--- config.mk ---
export PLATFORM = sky130hd
export DESIGN_NAME = unidade_de_execucao
export DESIGN_NICKNAME = d
export VERILOG_FILES = /design/src/rtl/unidade_de_execucao_pkg.sv /design/src/rtl/unidade_de_execucao_ula.sv /design/src/rtl/unidade_de_execucao.sv
export SDC_FILE = /design/constraint.sdc
export NUM_CORES = 1
export LEC_CHECK = 0
export ABC_AREA = 1
export CAP_MARGIN = 5
export CORE_MARGIN = 5
export CORE_UTILIZATION = 23
export DETAILED_ROUTE_END_ITERATION = 10
export RECOVER_POWER = 50
export SYNTH_ARGS = -nofsm -noshare
export SYNTH_HDL_FRONTEND = slang
export SYNTH_SLANG_ARGS = --single-unit
--- constraint.sdc ---
create_clock -name Clock_in -period 3.2 [get_ports Clock_in]
set_input_delay 0.48 -clock Clock_in [delete_from_list [all_inputs] [get_ports Clock_in]]
set_output_delay 0.48 -clock Clock_in [all_outputs]
set_load 0.05 [all_outputs]
--- src/rtl/unidade_de_execucao_pkg.sv ---
// Shared definitions for the execution sequencer: opcodes, instruction field
// positions, FSM states and default widths.
package unidade_de_execucao_pkg;

    localparam int unsigned DATA_WIDTH_DEF = 32;
    localparam int unsigned ADDR_WIDTH_DEF = 4;

    localparam int unsigned OPC_LSB   = 28;
    localparam int unsigned RD_LSB    = 24;
    localparam int unsigned RS1_LSB   = 20;
    localparam int unsigned RS2_LSB   = 16;
    localparam int unsigned IMM_LSB   = 0;
    localparam int unsigned IMM_WIDTH = 16;

    typedef enum logic [3:0] {
        OP_NOP  = 4'h0,
        OP_ADD  = 4'h1,
        OP_SUB  = 4'h2,
        OP_AND  = 4'h3,
        OP_OR   = 4'h4,
        OP_XOR  = 4'h5,
        OP_SLL  = 4'h6,
        OP_SRL  = 4'h7,
        OP_ADDI = 4'h8,
        OP_LUI  = 4'h9,
        OP_SLT  = 4'hA
    } opcode_e;

    typedef enum logic [1:0] {
        S_IDLE  = 2'd0,
        S_READ  = 2'd1,
        S_EXEC  = 2'd2,
        S_WRITE = 2'd3
    } state_e;

    // Every legal opcode except NOP produces a register result.
    function automatic logic writes_rd(input logic [3:0] op);
        return (op != OP_NOP) && (op <= OP_SLT);
    endfunction

endpackage

--- src/rtl/unidade_de_execucao_ula.sv ---
// Combinational ALU: result, signed overflow for ADD/SUB/ADDI, and illegal
// opcode flag.
module ula
    import unidade_de_execucao_pkg::*;
#(
    parameter int unsigned DATA_WIDTH = DATA_WIDTH_DEF
) (
    input  logic [3:0]            opcode_i,
    input  logic [DATA_WIDTH-1:0] a_i,
    input  logic [DATA_WIDTH-1:0] b_i,
    input  logic [IMM_WIDTH-1:0]  imm_i,
    output logic [DATA_WIDTH-1:0] result_o,
    output logic                  overflow_o,
    output logic                  illegal_o
);

    localparam int unsigned MSB = DATA_WIDTH - 1;
    localparam int unsigned SHW = $clog2(DATA_WIDTH);

    logic [DATA_WIDTH-1:0] imm_sext;
    logic [DATA_WIDTH-1:0] imm_zext;
    logic [DATA_WIDTH-1:0] sum;
    logic [DATA_WIDTH-1:0] diff;
    logic [DATA_WIDTH-1:0] sum_imm;

    assign imm_sext = {{(DATA_WIDTH-IMM_WIDTH){imm_i[IMM_WIDTH-1]}}, imm_i};
    assign imm_zext = {{(DATA_WIDTH-IMM_WIDTH){1'b0}}, imm_i};
    assign sum      = a_i + b_i;
    assign diff     = a_i - b_i;
    assign sum_imm  = a_i + imm_sext;

    always_comb begin
        result_o   = '0;
        overflow_o = 1'b0;
        illegal_o  = 1'b0;
        case (opcode_i)
            OP_NOP: ;
            OP_ADD: begin
                result_o   = sum;
                overflow_o = (a_i[MSB] == b_i[MSB]) && (sum[MSB] != a_i[MSB]);
            end
            OP_SUB: begin
                result_o   = diff;
                overflow_o = (a_i[MSB] != b_i[MSB]) && (diff[MSB] != a_i[MSB]);
            end
            OP_AND:  result_o = a_i & b_i;
            OP_OR:   result_o = a_i | b_i;
            OP_XOR:  result_o = a_i ^ b_i;
            OP_SLL:  result_o = a_i << b_i[SHW-1:0];
            OP_SRL:  result_o = a_i >> b_i[SHW-1:0];
            OP_ADDI: begin
                result_o   = sum_imm;
                overflow_o = (a_i[MSB] == imm_sext[MSB]) && (sum_imm[MSB] != a_i[MSB]);
            end
            OP_LUI:  result_o = imm_zext << IMM_WIDTH;
            OP_SLT:  result_o[0] = ($signed(a_i) < $signed(b_i));
            default: illegal_o = 1'b1;
        endcase
    end

endmodule

--- src/rtl/unidade_de_execucao.sv ---
// Four-state issue/read/execute/writeback sequencer driving a 16x32 register
// bank with registered read outputs.
module unidade_de_execucao
    import unidade_de_execucao_pkg::*;
#(
    parameter int unsigned DATA_WIDTH = DATA_WIDTH_DEF,
    parameter int unsigned ADDR_WIDTH = ADDR_WIDTH_DEF
) (
    input  logic                  Clock_in,
    input  logic                  Signal_reset,
    input  logic [31:0]           Instr_in,
    input  logic                  Instr_valid,
    output logic                  Instr_ready,
    output logic [ADDR_WIDTH-1:0] Read_1,
    output logic [ADDR_WIDTH-1:0] Read_2,
    output logic                  Signal_read,
    input  logic [DATA_WIDTH-1:0] Out_1,
    input  logic [DATA_WIDTH-1:0] Out_2,
    output logic [ADDR_WIDTH-1:0] Address_to_write,
    output logic [DATA_WIDTH-1:0] Data_to_write,
    output logic                  Signal_write,
    output logic                  Done,
    output logic                  Error,
    output logic                  Zero,
    output logic                  Overflow
);

    state_e                state_q, state_d;
    logic [31:0]           instr_q, instr_d;
    logic [ADDR_WIDTH-1:0] waddr_q, waddr_d;
    logic [DATA_WIDTH-1:0] wdata_q, wdata_d;
    logic                  zero_q, zero_d;
    logic                  ovf_q, ovf_d;

    logic [3:0]            opcode;
    logic [DATA_WIDTH-1:0] alu_result;
    logic                  alu_overflow;
    logic                  alu_illegal;

    assign opcode = instr_q[OPC_LSB +: 4];

    ula #(
        .DATA_WIDTH(DATA_WIDTH)
    ) u_ula (
        .opcode_i  (opcode),
        .a_i       (Out_1),
        .b_i       (Out_2),
        .imm_i     (instr_q[IMM_LSB +: IMM_WIDTH]),
        .result_o  (alu_result),
        .overflow_o(alu_overflow),
        .illegal_o (alu_illegal)
    );

    always_ff @(posedge Clock_in) begin
        if (Signal_reset) begin
            state_q <= S_IDLE;
        end else begin
            state_q <= state_d;
        end
    end

    always_comb begin
        state_d      = state_q;
        Instr_ready  = 1'b0;
        Signal_read  = 1'b0;
        Signal_write = 1'b0;
        Done         = 1'b0;
        Error        = 1'b0;
        unique case (state_q)
            S_IDLE: begin
                Instr_ready = 1'b1;
                if (Instr_valid) begin
                    state_d = S_READ;
                end
            end
            S_READ: begin
                Signal_read = 1'b1;
                state_d     = S_EXEC;
            end
            S_EXEC: begin
                state_d = S_WRITE;
            end
            S_WRITE: begin
                Signal_write = writes_rd(opcode);
                Done         = 1'b1;
                Error        = alu_illegal;
                state_d      = S_IDLE;
            end
            default: state_d = S_IDLE;
        endcase
    end

    // The instruction is only replaced at accept, so the read addresses can be
    // taken straight from the latch and still hold between instructions.
    assign Read_1           = instr_q[RS1_LSB +: ADDR_WIDTH];
    assign Read_2           = instr_q[RS2_LSB +: ADDR_WIDTH];
    assign Address_to_write = waddr_q;
    assign Data_to_write    = wdata_q;
    assign Zero             = zero_q;
    assign Overflow         = ovf_q;

    always_comb begin
        instr_d = instr_q;
        waddr_d = waddr_q;
        wdata_d = wdata_q;
        zero_d  = zero_q;
        ovf_d   = ovf_q;
        if (state_q == S_IDLE && Instr_valid) begin
            instr_d = Instr_in;
        end
        if (state_q == S_EXEC) begin
            waddr_d = instr_q[RD_LSB +: ADDR_WIDTH];
            wdata_d = alu_result;
            if (writes_rd(opcode)) begin
                zero_d = (alu_result == '0);
                ovf_d  = alu_overflow;
            end
        end
    end

    always_ff @(posedge Clock_in) begin
        if (Signal_reset) begin
            instr_q <= '0;
            waddr_q <= '0;
            wdata_q <= '0;
            zero_q  <= 1'b0;
            ovf_q   <= 1'b0;
        end else begin
            instr_q <= instr_d;
            waddr_q <= waddr_d;
            wdata_q <= wdata_d;
            zero_q  <= zero_d;
            ovf_q   <= ovf_d;
        end
    end

endmodule

==> results.tsv, run 1 <==
stage	metric	value	unit
power_and_ir_drop	Pwr Total	11.5	mW
global_route	total gr overflow	0	
detailed_routing	Initial DRC Count	2776	
floorplan	Starting Density	0.231	
timing	final period utilization	1.01	
clock_tree	CTS hold repair buffers	0	
detailed_routing	DR pass1 iterations	8	
synth	Ys Warns	0	
detailed_routing	via density per instance	5.03	
setup_path	CP Data Required Time	3.46	ns
setup_path	critical path arrival	3.50	ns
cells_and_area	final core utilization	0.355	
detailed_routing	drt wl/cell	21.0	um
setup_path	Bufs and invs on worst path	5	
setup_path	worst setup path startpoint	Out_1[2]	
setup_path	R2R depth	20	
setup_path	CP max-delay cell	clkdlybuf4s50_1	
placement	Port Buffers	149	
floorplan	Die X-Extent	264	um
power_and_ir_drop	PwrDens	505	nW/um^2
outcome	status	finished, violations left	
outcome	failing checks	max-capacitance violations, max-slew violations, negative setup slack	
floorplan	Die ar.	69600	um^2
setup_path	critical path peak fanout	5	
timing	Max-slew headroom	-0.139	
placement	RePlAce Congestion	1.12	
timing	final setup violation count	1	
cells_and_area	nets	3741	
synth	Post-Synthesis Net Count	3050	
run	Max-Cap Viols	1	
global_route	first-pass GRT wire length	131	mm
worst_hold_path	HP Start	Data_to_write[6]$_SDFFE_PP0P_	
cells_and_area	multi-input logic area	12100	um^2
synth	synthesized cell area	14800	um^2
cells_and_area	Area Growth Syn to Fin	53.6	%
floorplan	io pins	150	
detailed_routing	via count	21953	
setup_path	Crit Path Class	input port to flip-flop	
clock_tree	Reg clk slew, reported paths	0.06	ns
synth	synth unique cells	50	
global_route	total track usage	0.246	
setup_path	slowest cell delay on critical path	0.52	ns
timing	RSZ-0062 raised after global routing	yes	
worst_hold_path	HP Class	flip-flop to flip-flop	
clock_tree	Clk Latency, worst-skew pair	0.33	ns
worst_hold_path	worst hold path depth	2	
cells_and_area	layout cells sized above 1	0.252	
synth	Synth Register Bits	72	
clock_tree	H-tree Lvls	3	
global_route	number of global-route vias before repair	19990	
floorplan	chip height	264	um
timing	WHS	0.475	ns
setup_path	CP cell instances	clkdlybuf4s50_1 -> buf_6 -> ha_2 -> inv_1 -> nand2_1 -> inv_1 -> nand2_2 -> buf_4 -> nand3_1 -> nand3_2 -> nand2_1 -> nand3_2 -> nand2_1 -> nor2_1 -> nand2_2 -> nor2_1 -> nand2_1 -> nor2_2 -> nand3_2 -> nor2_2 -> nand3_2 -> a21oi_1	
cells_and_area	filler instances	7112	
global_route	largest net degree at the start of global routing	54	
global_route	initial antenna violation count	4	
setup_path	Top Family by Delay on Critical Path	simple AND/OR/NAND/NOR gates	
timing	Hold Fails Final Rpt	0	
timing	Layout Skew	0.00757	ns
setup_path	FF-to-FF Start	instr_q[0]$_SDFFE_PP0P_	
clock_tree	Root Driver	clkbuf_16	
timing	Min Clock Period, post-route	3.25	ns
timing	fmax	308	MHz
detailed_routing	post-route ant nets	0	
synth	Syn Inst Count	2816	
timing	min setup slack post-route	-0.0478	ns
timing	Max Slew Vio Count	48	
setup_path	CP Capture Type	flip-flop	
floorplan	row count	93	
cells_and_area	Seq. cell area	1440	um^2
timing	Setup TNS Final	-0.0478	ns
timing	Least-Margin Pin Slew	1.71	ns
setup_path	number of cells on the critical path	22	
clock_tree	Inserted Clock Buffers	9	
setup_path	Critical Path Source Type	input port	
synth	syn_area_per_cell	5.27	um^2
clock_tree	Max clock buf depth	2	
clock_tree	CTS Sinks	72	
synth	Yosys top cell area share	0.189	
synth	Seq/Total Area, Yosys	0.0972	
synth	synth top area cells	nand2_1 19%, nand3_1 17%, ha_1 11%	
synth	ys flop type	dfxtp_1	
synth	Yosys top cell by area	nand2_1	
synth	fraction of registers with async set/reset	0	
floorplan	Core Area	64100	um^2
synth	number of synthesized flops with an enable pin	0	
placement	Detailed Place HPWL	77.3	mm
detailed_routing	Post-Route WL	91.8	mm
power_and_ir_drop	leakage power	11.8	nW
clock_tree	CTS tree	done	
power_and_ir_drop	worst ir drop on vdd	0.392	mV
detailed_routing	DRC Markers	0	
[through the flow]
stage,worst slack (ns),std cells,area [um^2]
6_report,-0.0478,4366,22800
5_1_grt,-0.134,4365,22800
4_1_cts,0.00863,4357,22200
3_5_place_dp,-0.701,4329,21600
3_3_place_gp,-0.698,4329,21600
2_1_floorplan,0.314,2816,14800
[power breakdown]
part	leakage (nW)	internal, mW	switching, mW
combinational	11.1	3.52	5.62
sequential	0.593	1.22	0.240
clock	0.123	0.536	0.370
total	11.8	5.28	6.23
[sequential cells by signal, summed over array words and instances, names as in the netlist]
| signal | cells |
|---|---|
| Address_to_write | 4 |
| Data_to_write | 32 |
| instr_q | 32 |
| Overflow | 1 |
| Zero | 1 |
| state_q | 2 |
[tightest hold or removal path, stage by stage, from the launching register on]
cell	delay, ns
dfxtp_1	0.32
o211ai_1	0.08
inv_1	0.05
[layout by cell type (no fill, tap or decap), types with 15 or more instances in the layout]
master	count
ha_4	17
nand3_1	471
nor2_2	47
nor2_1	336
ha_1	108
nand4_1	57
o211ai_1	21
dlygate4sd2_1	15
inv_2	20
nand2_1	721
inv_1	334
nand2_2	46
a21oi_2	17
o21ai_0	123
nor3_1	15
o21ai_1	22
nand3_2	23
a21oi_1	113
dlygate4sd3_1	47
buf_4	617
clkdlybuf4s50_1	80
dfxtp_1	71
buf_6	17
o22ai_1	25
[what timing repair did]
item                                    4_1_cts  5_1_grt
gates resized for setup                      77      149
buffers inserted                             14        8
pin swaps                                     9       27
gates cloned                                  0        0
endpoints found under the setup margin        9       12
[path summary, 6_finish.rpt]
check	end	slack, ns
max reg2reg	Zero$_SDFFE_PP0P_	0.24
min	Data_to_write[6]$_SDFFE_PP0P_	0.47
max	Zero$_SDFFE_PP0P_	-0.05
min reg2reg	Data_to_write[6]$_SDFFE_PP0P_	0.47
[final cells by class]
| class | instances | share of cell area |
|---|---|---|
| diodes | 1 | 0.000110 |
| clock buffers | 11 | 0.0107 |
| clock inverters | 3 | 0.000879 |
| inverters | 359 | 0.0594 |
| multi-input cells | 2269 | 0.532 |
| flip-flops and latches | 72 | 0.0633 |
| well taps | 855 | 0.0470 |
| repair buffers | 796 | 0.286 |
[cells in the mapped netlist (2+ instances only)]
master and count:
nand2_1 746, nand3_1 491, nor2_1 380, inv_1 340, o21ai_0 139, ha_1 132
a21oi_1 127, dfxtp_1 72, nand4_1 57, buf_2 45, clkbuf_1 41, o22ai_1 25
nand2_2 23, nor3_1 21, o211ai_1 21, buf_4 17, inv_2 13, nand3b_1 11
o21bai_1 11, and2_1 8, buf_6 8, nor2_2 8, o21ai_1 7, or2_2 6
a31oi_1 5, clkinv_1 5, nor4_1 5, o21a_1 5, a21oi_2 4, buf_1 4
nand3_2 4, nor3_2 4, and3_1 3, fa_1 3, o221ai_1 3, xor2_1 3
a21boi_0 2, a221oi_1 2, nand2_4 2, o21ai_2 2, xnor2_1 2
[logic make-up after synthesis]
logic type / Yosys count / synth area share
and+or+nand+nor: 1771 / 0.518
buffers and inverters: 475 / 0.133
xor gates and xnor gates: 5 / 0.00295
DFF: 72 / 0.0972
adders and majority gates: 135 / 0.115
AOI/OAI and AO/OA: 358 / 0.134
[layer usage]
layer | track usage | vias to the layer above | share of wire
met5 | 0 | - | 0.00028
met4 | 0.115 | 6 | 0.065
met3 | 0.0644 | 221 | 0.11
met2 | 0.359 | 1143 | 0.40
met1 | 0.339 | 10004 | 0.42
li1 | - | 10579 | -
Note: power is estimated with default switching activity, not from simulation.
==> inputs of run 2 (changes only) <==
--- a/config.mk
+++ b/config.mk
@@ -8,8 +8,9 @@
 export ABC_AREA = 1
 export CAP_MARGIN = 5
 export CORE_MARGIN = 5
-export CORE_UTILIZATION = 23
+export CORE_UTILIZATION = 60
 export DETAILED_ROUTE_END_ITERATION = 10
+export PLACE_DENSITY = 0.83
 export RECOVER_POWER = 50
 export SYNTH_ARGS = -nofsm -noshare
 export SYNTH_HDL_FRONTEND = slang
==> run 2 against run 1 <==
Synthesized area is the same. The run now fails in 5_1_grt. Synthesized cell count stayed put.
==> results.tsv, run 2 <==
stage	metric	value	unit
synth	syn_area_per_cell	5.27	um^2
timing	worst_ep grt	Zero$_SDFFE_PP0P_/D	
clock_tree	Inserted Clock Buffers	9	
synth	most common cell in the netlist	nand2_1	
synth	number of synthesized flops with an enable pin	0	
floorplan	io pins	150	
synth	Synth Register Bits	72	
placement	RePlAce Congestion	1.36	
outcome	tool error	[ERROR GRT-0232] Routing congestion too high. Check the congestion heatmap in the GUI.	
synth	synth top area cells	nand2_1 19%, nand3_1 17%, ha_1 11%	
synth	fraction of registers with async set/reset	0	
placement	Post-Place Cells	3600	
global_route	total gr overflow	84	
outcome	status	did not finish	
synth	Syn Inst Count	2816	
placement	Port Buffers	149	
global_route	total track usage	0.725	
synth	Seq/Total Area, Yosys	0.0972	
synth	Yosys top cell area share	0.189	
floorplan	chip height	167	um
synth	Ys Warns	0	
timing	Worst EP kind	sequential cell input	
floorplan	Starting Density	0.610	
synth	Yosys top cell by area	nand2_1	
outcome	stopping stage	5_1_grt	
global_route	largest net degree at the start of global routing	72	
clock_tree	Max clock buf depth	2	
floorplan	Die X-Extent	167	um
clock_tree	CTS Sinks	72	
synth	ys flop type	dfxtp_1	
synth	Synth top cells by count	746 x nand2_1, 491 x nand3_1, 380 x nor2_1	
placement	Detailed Place HPWL	61.8	mm
synth	Post-Synthesis Net Count	3050	
floorplan	row count	57	
clock_tree	Root Driver	clkbuf_16	
synth	synthesized cell area	14800	um^2
clock_tree	H-tree Lvls	3	
synth	synth unique cells	50	
placement	pre-CTS WS	-0.660	ns
## run 2: routing by layer
metal / overflow / GRT usage
met2: 33 / 0.868
met5: 0 / 0.358
met4: 44 / 0.680
met3: 5 / 0.599
met1: 2 / 0.733
## run 2: timing repair
action / 4_1_cts
hold buffers: 0
endpoints found under the setup margin: 2
setup buffers: 2
gates resized for setup: 34
pin swaps: 2
## run 2: cells by family after synthesis
family,after synthesis,share of synthesized area
XOR/XNOR,5,0.00295
AO/OA/AOI/OAI,358,0.134
adder cells (fa/ha/maj),135,0.115
AND/OR/NAND/NOR,1771,0.518
flip-flops,72,0.0972
buffers and inverters,475,0.133
## run 2: through the flow
step                 util  cell area, um^2
detailed placement  0.797            19400
CTS                 0.818            19900
global placement    0.797            19400
floorplan               -            14800
==> inputs of run 3 (changes only) <==
--- a/config.mk
+++ b/config.mk
@@ -8,9 +8,9 @@
 export ABC_AREA = 1
 export CAP_MARGIN = 5
 export CORE_MARGIN = 5
-export CORE_UTILIZATION = 60
+export CORE_UTILIZATION = 40
 export DETAILED_ROUTE_END_ITERATION = 10
-export PLACE_DENSITY = 0.83
+export PLACE_DENSITY_LB_ADDON = 0.15
 export RECOVER_POWER = 50
 export SYNTH_ARGS = -nofsm -noshare
 export SYNTH_HDL_FRONTEND = slang
==> run 3 against run 2 <==
The flow now finishes, with violations (max-capacitance violations, max-slew violations, negative setup slack).
==> results.tsv, run 3 (synthesis gave the netlist of run 1 again) <==
stage	metric	value	unit
placement	RePlAce Congestion	1.16	
run	Max-Cap Viols	1	
clock_tree	Inserted Clock Buffers	9	
worst_hold_path	Worst Hold End	instr_q[19]$_SDFFE_PP0P_	
timing	min setup slack post-route	-0.0555	ns
cells_and_area	fin cells	3948	
cells_and_area	most frequent cells in the layout	704 x nand2_1, 584 x buf_4, 462 x nand3_1	
floorplan	Die ar.	41000	um^2
detailed_routing	post-route ant nets	0	
placement	Post-Place Cells	3913	
power_and_ir_drop	Pwr Total	11.7	mW
global_route	number of global-route vias before repair	21063	
floorplan	Die X-Extent	203	um
setup_path	slowest cell delay on critical path	0.46	ns
detailed_routing	Initial DRC Count	2634	
cells_and_area	nets	3706	
global_route	initial antenna violation count	4	
power_and_ir_drop	leakage power	11.7	nW
timing	fmax	307	MHz
floorplan	chip height	203	um
worst_hold_path	worst hold path depth	2	
clock_tree	Clk Latency, worst-skew pair	0.34	ns
timing	Hold Fails Final Rpt	0	
outcome	failing checks	max-capacitance violations, max-slew violations, negative setup slack	
detailed_routing	Post-Route WL	90.8	mm
setup_path	CP max-delay cell	clkdlybuf4s50_1	
placement	pre-CTS WS	-0.792	ns
clock_tree	Max clock buf depth	2	
setup_path	FF-to-FF Start	instr_q[31]$_SDFFE_PP0P_	
clock_tree	Reg clk slew, reported paths	0.06	ns
setup_path	cell with the most instances on the worst path	nand3_1	
setup_path	Crit Path Class	input port to flip-flop	
detailed_routing	via count	22587	
global_route	total track usage	0.418	
worst_hold_path	HP Class	flip-flop to flip-flop	
setup_path	setup slack, reg-to-reg	-0.03	ns
floorplan	Core Area	36600	um^2
floorplan	io pins	150	
setup_path	critical path arrival	3.52	ns
cells_and_area	commonest non-fill, non-tap cell in the layout	nand2_1	
setup_path	CP Data Required Time	3.47	ns
timing	Min Clock Period, post-route	3.26	ns
floorplan	row count	70	
outcome	status	finished, violations left	
timing	final period utilization	1.02	
detailed_routing	via density per instance	5.72	
placement	Port Buffers	149	
timing	Max-slew headroom	-0.0165	
placement	Detailed Place HPWL	75.6	mm
timing	Layout Skew	0.00948	ns
timing	final setup violation count	2	
setup_path	CP Capture Type	flip-flop	
floorplan	Starting Density	0.405	
cells_and_area	filler instances	3694	
cells_and_area	Area Growth Syn to Fin	50.2	%
clock_tree	CTS Sinks	72	
setup_path	R2R depth	15	
global_route	total gr overflow	0	
setup_path	reg2reg end	Zero$_SDFFE_PP0P_	
clock_tree	Root Driver	clkbuf_16	
setup_path	critical path peak fanout	2	
worst_hold_path	HP Start	instr_q[19]$_SDFFE_PP0P_	
cells_and_area	layout cells sized above 1	0.252	
setup_path	CP cell instances	clkdlybuf4s50_1 -> inv_1 -> buf_4 -> o21a_1 -> nand2_1 -> nand3_1 -> nand3_1 -> nand3_1 -> nand2_1 -> nor2_1 -> nand3_2 -> nor3_4 -> nand3_2 -> nor2_2 -> nand3_1 -> a21oi_1	
global_route	first-pass GRT wire length	130	mm
power_and_ir_drop	worst ir drop on vdd	0.445	mV
power_and_ir_drop	PwrDens	527	nW/um^2
detailed_routing	DR pass1 iterations	6	
setup_path	Critical Path Source Type	input port	
timing	Least-Margin Pin Slew	1.52	ns
detailed_routing	DRC Markers	0	
timing	Max Slew Vio Count	47	
timing	RSZ-0062 raised after global routing	yes	
clock_tree	CTS tree	done	
global_route	largest net degree at the start of global routing	52	
detailed_routing	drt wl/cell	23.0	um
clock_tree	H-tree Lvls	3	
[run 3: what timing repair did]
item	in CTS	in global routing
cloned	0	1
hold buffers	0	0
gates resized for setup	105	162
setup endpoints to repair	12	13
pin swaps	12	41
setup buffers	6	10
[run 3: worst max-delay path: cells and delay by family]
family | cells | cell delay, ns
buf+inv | 3 | 1.03
compound gates | 2 | 0.28
simple gates | 11 | 1.73
[run 3: per-layer routing]
| metal | global-route usage | part of all wire |
|---|---|---|
| met1 | 0.539 | 0.39 |
| met5 | 0 | 0.00014 |
| met2 | 0.622 | 0.41 |
| met3 | 0.0914 | 0.11 |
| met4 | 0.289 | 0.086 |
[run 3: report_power, final]
part	total [mW]	internal (mW)	leakage [nW]	switching [mW]
registers	1.46	1.22	0.593	0.235
logic	9.18	3.44	11.0	5.74
clock network	1.11	0.687	0.153	0.419
[run 3: through the flow]
stage	util	area [um^2]	TNS [ns]	hold WS, ns
global route	0.608	22300	-0.229	0.502
global placement	0.569	20800	-7.93	0.462
detailed placement	0.569	20800	-8.59	0.469
finish	0.608	22300	-0.0663	0.482
floorplan	-	14800	0	0.443
CTS	0.588	21500	-0.000316	0.485
[run 3: how the worst max path moves through the flow]
stage / end / slack, ns / from / cells after the start
floorplan: Zero$_SDFFE_PP0P_ / 0.31 / Out_2[3] / 19
global placement: Zero$_SDFFE_PP0P_ / -0.81 / Out_1[0] / 21
detailed placement: Zero$_SDFFE_PP0P_ / -0.79 / Out_1[0] / 21
CTS: Zero$_SDFFE_PP0P_ / -0.0003 / Out_1[11] / 21
global route: Zero$_SDFFE_PP0P_ / -0.14 / Out_2[9] / 21
finish: Zero$_SDFFE_PP0P_ / -0.06 / Out_1[23] / 16
[run 3: area by class of cell]
class,instances,area [um^2],area share
diodes,3,7.51,0.000337
clock buffers,10,229,0.0103
clock inverters,6,93.8,0.00421
inverters,359,1350,0.0606
multi-input cells,2269,12300,0.553
flip-flops and latches,72,1440,0.0647
well taps,468,586,0.0263
repair buffers,761,6250,0.281
